**src/rtl/alu_pkg.sv**
```systemverilog
// Shared definitions for the multicycle ALU: op encodings, FSM states, defaults.
package alu_pkg;

  localparam int ALU_WIDTH = 16;

  localparam logic [2:0] OP_ADD = 3'b000;
  localparam logic [2:0] OP_SUB = 3'b001;
  localparam logic [2:0] OP_MUL = 3'b010;
  localparam logic [2:0] OP_DIV = 3'b011;

  // Result reported for any divide by zero, regardless of operand signs.
  localparam logic [15:0] DIV0_RESULT = 16'hFFFF;

  typedef enum logic [1:0] {
    S_IDLE    = 2'd0,
    S_MUL     = 2'd1,
    S_DIV     = 2'd2,
    S_DIV_FIX = 2'd3
  } alu_state_e;

endpackage

```
**src/rtl/seq_divider.sv**
```systemverilog
// Unsigned restoring divider, one quotient bit per clock, MSB first.
// done_o is high during the cycle whose closing edge performs the last
// iteration, so quotient_o is final from the following cycle onward.
module seq_divider #(
  parameter int WIDTH = 16,
  parameter int CNT_W = 5
) (
  input  logic             clk,
  input  logic             rst,
  input  logic             start_i,
  input  logic [WIDTH-1:0] dividend_i,
  input  logic [WIDTH-1:0] divisor_i,
  output logic [WIDTH-1:0] quotient_o,
  output logic             done_o
);

  logic [WIDTH-1:0] rem_q, quo_q, dvs_q;
  logic [CNT_W-1:0] cnt_q;
  logic             busy_q;
  logic [WIDTH:0]   rem_sh, diff;

  // Shift in the next dividend bit and trial-subtract the divisor.
  always_comb begin
    rem_sh = {rem_q, quo_q[WIDTH-1]};
    diff   = rem_sh - {1'b0, dvs_q};
  end

  // Quotient bits are shifted into the dividend register as it empties.
  always_ff @(posedge clk or posedge rst) begin
    if (rst) begin
      rem_q  <= '0;
      quo_q  <= '0;
      dvs_q  <= '0;
      cnt_q  <= '0;
      busy_q <= 1'b0;
    end else if (start_i) begin
      rem_q  <= '0;
      quo_q  <= dividend_i;
      dvs_q  <= divisor_i;
      cnt_q  <= '0;
      busy_q <= 1'b1;
    end else if (busy_q) begin
      if (!diff[WIDTH]) begin
        rem_q <= diff[WIDTH-1:0];
        quo_q <= {quo_q[WIDTH-2:0], 1'b1};
      end else begin
        rem_q <= rem_sh[WIDTH-1:0];
        quo_q <= {quo_q[WIDTH-2:0], 1'b0};
      end
      cnt_q <= cnt_q + 1'b1;
      if (cnt_q == CNT_W'(WIDTH-1)) busy_q <= 1'b0;
    end
  end

  assign quotient_o = quo_q;
  assign done_o     = busy_q && (cnt_q == CNT_W'(WIDTH-1));

endmodule

```
**src/rtl/multicycle_alu.sv**
```systemverilog
// Multicycle ALU: single-cycle ADD/SUB, 16-step shift-add MUL, restoring DIV
// (via seq_divider) plus a sign-fix cycle. done is a level held until the
// next accepted start. Optional ALU_FLAGS_EN adds zero/neg/div0 outputs.
module multicycle_alu
  import alu_pkg::*;
#(
  parameter int WIDTH = ALU_WIDTH,
  parameter int CNT_W = 5
) (
  input  logic             clk,
  input  logic             rst,
  input  logic             start,
  input  logic [2:0]       op,
  input  logic [WIDTH-1:0] a,
  input  logic [WIDTH-1:0] b,
  output logic [WIDTH-1:0] result,
  output logic             done,
  output logic             busy
`ifdef ALU_FLAGS_EN
  ,
  output logic             zero,
  output logic             neg,
  output logic             div0
`endif
);

  alu_state_e       state_q, state_d;
  logic [CNT_W-1:0] cnt_q, cnt_d;
  logic [WIDTH-1:0] mcand_q, mcand_d, mplier_q, mplier_d, acc_q, acc_d, acc_nxt;
  logic [WIDTH-1:0] result_q, result_d;
  logic             done_q, done_d, busy_q, busy_d;
  logic             qsign_q, qsign_d, divz_q, divz_d;
  logic             div_start, div_done;
  logic [WIDTH-1:0] a_mag, b_mag, quo;

  assign a_mag = a[WIDTH-1] ? (~a + 1'b1) : a;
  assign b_mag = b[WIDTH-1] ? (~b + 1'b1) : b;

  seq_divider #(.WIDTH(WIDTH), .CNT_W(CNT_W)) u_div (
    .clk        (clk),
    .rst        (rst),
    .start_i    (div_start),
    .dividend_i (a_mag),
    .divisor_i  (b_mag),
    .quotient_o (quo),
    .done_o     (div_done)
  );

  // State register and datapath registers.
  always_ff @(posedge clk or posedge rst) begin
    if (rst) begin
      state_q  <= S_IDLE;
      cnt_q    <= '0;
      mcand_q  <= '0;
      mplier_q <= '0;
      acc_q    <= '0;
      result_q <= '0;
      done_q   <= 1'b0;
      busy_q   <= 1'b0;
      qsign_q  <= 1'b0;
      divz_q   <= 1'b0;
    end else begin
      state_q  <= state_d;
      cnt_q    <= cnt_d;
      mcand_q  <= mcand_d;
      mplier_q <= mplier_d;
      acc_q    <= acc_d;
      result_q <= result_d;
      done_q   <= done_d;
      busy_q   <= busy_d;
      qsign_q  <= qsign_d;
      divz_q   <= divz_d;
    end
  end

  // Next-state and datapath updates; starts are only accepted in IDLE.
  always_comb begin
    state_d   = state_q;
    cnt_d     = cnt_q;
    mcand_d   = mcand_q;
    mplier_d  = mplier_q;
    acc_d     = acc_q;
    result_d  = result_q;
    done_d    = done_q;
    busy_d    = busy_q;
    qsign_d   = qsign_q;
    divz_d    = divz_q;
    div_start = 1'b0;
    acc_nxt   = acc_q + (mplier_q[0] ? mcand_q : '0);
    case (state_q)
      S_IDLE: begin
        if (start) begin
          done_d = 1'b0;
          case (op)
            OP_SUB: begin
              result_d = a - b;
              done_d   = 1'b1;
            end
            OP_MUL: begin
              mcand_d  = a;
              mplier_d = b;
              acc_d    = '0;
              cnt_d    = '0;
              busy_d   = 1'b1;
              state_d  = S_MUL;
            end
            OP_DIV: begin
              div_start = 1'b1;
              qsign_d   = a[WIDTH-1] ^ b[WIDTH-1];
              divz_d    = (b == '0);
              busy_d    = 1'b1;
              state_d   = S_DIV;
            end
            default: begin  // ADD and 1xx (address generation)
              result_d = a + b;
              done_d   = 1'b1;
            end
          endcase
        end
      end
      S_MUL: begin
        acc_d    = acc_nxt;
        mcand_d  = mcand_q << 1;
        mplier_d = mplier_q >> 1;
        cnt_d    = cnt_q + 1'b1;
        // Low half of the two's-complement product is already sign-correct.
        if (cnt_q == CNT_W'(WIDTH-1)) begin
          result_d = acc_nxt;
          done_d   = 1'b1;
          busy_d   = 1'b0;
          state_d  = S_IDLE;
        end
      end
      S_DIV: begin
        if (div_done) state_d = S_DIV_FIX;
      end
      S_DIV_FIX: begin
        if (divz_q)       result_d = WIDTH'(DIV0_RESULT);
        else if (qsign_q) result_d = ~quo + 1'b1;
        else              result_d = quo;
        done_d  = 1'b1;
        busy_d  = 1'b0;
        state_d = S_IDLE;
      end
      default: state_d = S_IDLE;
    endcase
  end

  assign result = result_q;
  assign done   = done_q;
  assign busy   = busy_q;

`ifdef ALU_FLAGS_EN
  logic zero_q, zero_d, neg_q, neg_d, div0_q, div0_d;

  // Flags follow result: cleared on accepted start, set when result is written.
  always_comb begin
    zero_d = zero_q;
    neg_d  = neg_q;
    div0_d = div0_q;
    if (state_q == S_IDLE && start) begin
      zero_d = done_d && (result_d == '0);
      neg_d  = done_d && result_d[WIDTH-1];
      div0_d = 1'b0;
    end else if (done_d && !done_q) begin
      zero_d = (result_d == '0);
      neg_d  = result_d[WIDTH-1];
      div0_d = (state_q == S_DIV_FIX) && divz_q;
    end
  end

  // Flag registers.
  always_ff @(posedge clk or posedge rst) begin
    if (rst) begin
      zero_q <= 1'b0;
      neg_q  <= 1'b0;
      div0_q <= 1'b0;
    end else begin
      zero_q <= zero_d;
      neg_q  <= neg_d;
      div0_q <= div0_d;
    end
  end

  assign zero = zero_q;
  assign neg  = neg_q;
  assign div0 = div0_q;
`endif

endmodule

```
**config.mk**
```make
export PLATFORM = sky130hd
export DESIGN_NAME = multicycle_alu
export DESIGN_NICKNAME = d
export VERILOG_FILES = /design/src/rtl/alu_pkg.sv /design/src/rtl/seq_divider.sv /design/src/rtl/multicycle_alu.sv
export SDC_FILE = /design/constraint.sdc
export NUM_CORES = 1
export LEC_CHECK = 0
export ABC_AREA = 1
export CORE_ASPECT_RATIO = 0.6
export CORE_MARGIN = 2
export CORE_UTILIZATION = 51
export CTS_CLUSTER_SIZE = 24
export DETAILED_ROUTE_END_ITERATION = 8
export MAX_ROUTING_LAYER = met4
export PLACE_DENSITY = 0.84
export SYNTH_ARGS = -nofsm -noshare
export SYNTH_HDL_FRONTEND = slang
export SYNTH_HIERARCHICAL = 1
export SYNTH_SLANG_ARGS = --single-unit
```
**constraint.sdc**
```tcl
create_clock -name clk -period 2.7 [get_ports clk]
set_input_delay 0.675 -clock clk [delete_from_list [all_inputs] [get_ports clk]]
set_output_delay 0.675 -clock clk [all_outputs]
set_load 0.01 [all_outputs]
```
==> impl_metrics.toml <==
[synthesis]
ys_seq_elements = 129
synthArstFlopShare = 1.00
synthFlopType = "dfrtp_1"
synth-edff-count = 0
ys_types = 51
yosysWarnings = 6
ys_seq_area_frac = 0.320
syn_area_per_cell_um2 = 6.58
syn_nets = 1628
syn_area_um2 = 10100
post_synth_inst_count = 1533

[placement]
port_buffers = 55
dpl-instance-area_um2 = 12000
gp_congestion = 0.960
numPlacedInstances = 1957
dp_slack_ns = -1.01
hpwlAfterDp_um = 25100

[cts]
clock_sinks = 129
numCtsBuffers = 17
clock_tree.buffer_depth = 2
cts-htree-levels = 4
clock_latency_ns = 0.44
hold_buffers = 0
clk_pin_slew_worst_paths_ns = 0.05
clock-root-buffer = "clkbuf_16"
cts_tree = "yes"

[finish]
nets = 1825
final_cells = 2006
layout_commonest_cell = "nand2_1"
final_cell_mix = "nand2_1 (503), inv_1 (214), buf_4 (155), dfrtp_1 (129), nand3_1 (113)"
fill_cells = 1532
fin_area_um2 = 13200
drive_above_1_share = 0.197
synthToLayoutAreaGrowth_pct = 31.0
fin_util = 0.688
antenna_cells = 0

[worst_setup_path]
cp_max_fo = 4
crit_path_start = "b[0]"
rr_startpoint = "mplier_q[0]$_DFFE_PP0P_"
critPathLaunchType = "input pin"
path_class = "input pin to flop"
worst-endpoint-arrival_ns = 3.11
end_kind = "flop"
required_ns = 3.02

[drt]
first_pass_iters = 6
antenna_left = 0
remaining_drc_errors = 0
drt_iter0_markers = 1214
routed_via_density = 5.55
via_count = 11141
routed_wl_um = 32900
routedWlPerCell_um = 16.4

[global_routing]
grt_pass1_vias = 10347
grt_max_degree = 60
antenna_found_initial = 1
busiest_layer = "met1"
met3_usage = 0.0869
use_met1 = 0.486
grt_usage = 0.333
grt_pass1_wl_um = 53000
grt_overflow = 0
globalRouteMet2Util = 0.460

[power_and_ir_drop]
p_per_area_nw_per_um2 = 1130
power_leakage_nw = 7.02
power_mw = 14.9
ir_drop_mv = 0.815

[sta]
finalMaxSlewViolations = 0
setup_ws_ns = -0.0978
tns_ns = -0.261
post-route-period-util = 1.04
relSlewSlack = 0.657
skew_ns = 0.0136
holdWs_ns = 0.470
finalSetupViolCount = 4
max_freq_ghz = 0.357
fin_crit_ns = 2.80
worst-slew-pin-transition_ns = 0.511
hold_viol = 0
rsz0062_at_grt = "true"

[run]
drv_cap = 0

[die]
die_w_um = 186
die_y_um = 113
core-area_um2 = 19200
rows = 39
io_pins = 56
die_area_um2 = 21000
start_util = 0.525

[worst_hold_path]
hold_path_class = "flop to flop"
hp-start = "done$_DFFE_PP0P_"

[run_status]
status = "complete, but fails checks"
failed_checks = "negative setup slack"
## critical path: stages
cell	delay [ns]
buf_8	0.11
inv_6	0.05
ha_4	0.14
nand2_4	0.06
nor3_4	0.31
nand3_2	0.19
buf_6	0.17
o21ai_4	0.17
a31oi_4	0.12
ha_4	0.33
nand2_4	0.06
nor2_4	0.12
and2_4	0.15
nand2_2	0.05
nand2_1	0.05
nand2_1	0.05
nand3_1	0.06
nand3_1	0.09
nand2_1	0.10
nand2_1	0.06
## synthesized netlist by cell type, types with 3 or more instances
cell type,n,area [µm²]
xnor2_1,10,87.6
a31oi_1,3,18.8
nand2_2,15,93.8
fa_1,3,60.1
buf_1,4,15.0
xor2_1,24,210
nor3_1,16,80.1
buf_2,9,45.0
o221ai_1,17,149
a21oi_1,39,195
nand2_1,535,2010
nand3_1,118,591
o211ai_1,8,60.1
and2_1,4,25.0
o22ai_1,19,119
o21ai_0,77,385
nor3_2,4,40.0
clkbuf_1,28,105
dfrtp_1,129,3230
nand4_1,16,100
ha_1,54,676
inv_1,230,863
nand3b_1,19,143
o21ai_1,3,15.0
nor2_1,103,387
inv_2,4,15.0
nor2_2,5,31.3
or2_2,4,25.0
## timing repair
item,4_1_cts,5_1_grt
gates resized for setup,68,94
hold endpoints to repair,0,0
pin swaps,37,50
endpoints found under the setup margin,14,13
setup buffers,12,8
## cell families after synthesis
kind of cell	Yosys count	share of synthesized area
flip-flops	129	0.320
buffers and inverters	283	0.110
AND/OR/NAND/NOR	849	0.359
adder cells (fa/ha/maj)	57	0.0729
AO/OA/AOI/OAI	181	0.108
XOR/XNOR	34	0.0295
## metal layers
layer	wire [µm]	part of all wire	up-vias
met3	4030	0.12	71
met5	0	0	-
met4	666	0.020	0
met1	14400	0.44	5147
met2	13800	0.42	649
li1	-	-	5274
## where the power goes
| group | switching (mW) | total [mW] | internal [mW] |
|---|---|---|---|
| Clock | 0.851 | 2.26 | 1.41 |
| Combinational | 5.70 | 9.18 | 3.47 |
| Sequential | 0.637 | 3.47 | 2.83 |
## sequential cells by signal, indices dropped and copies added (netlist names), 5 cells and up
| register | cells |
|---|---|
| u_div/dvs_q | 16 |
| u_div/cnt_q | 5 |
| mcand_q | 16 |
| u_div/quotient_o | 16 |
| acc_q | 16 |
| cnt_q | 5 |
| result | 16 |
| u_div/rem_q | 16 |
| mplier_q | 16 |
## cell type report
class                           count  area [µm²]  area share
Sequential cell                   129        3230       0.244
Clock buffer                       22         474      0.0359
Inverter                          237         903      0.0683
Multi-Input combinational cell   1121        6270       0.474
Tap cell                          266         333      0.0252
Clock inverter                      7        85.1     0.00643
Timing Repair Buffer              224        1930       0.146
## final timing paths
check / end / slack (ns) / cells after the start
worst min-delay path: done$_DFFE_PP0P_ / 0.47 / 2
max in group asynchronous: acc_q[0]$_DFFE_PP0P_ / 1.51 / 3
min in group asynchronous: mplier_q[2]$_DFFE_PP0P_ / 0.56 / 2
worst max register to register: result[14]$_DFFE_PP0P_ / 0.11 / 14
worst min register to register: done$_DFFE_PP0P_ / 0.47 / 2
worst max-delay path: result[14]$_DFFE_PP0P_ / -0.1 / 20
No activity file was read; power rests on OpenSTA's default activity.
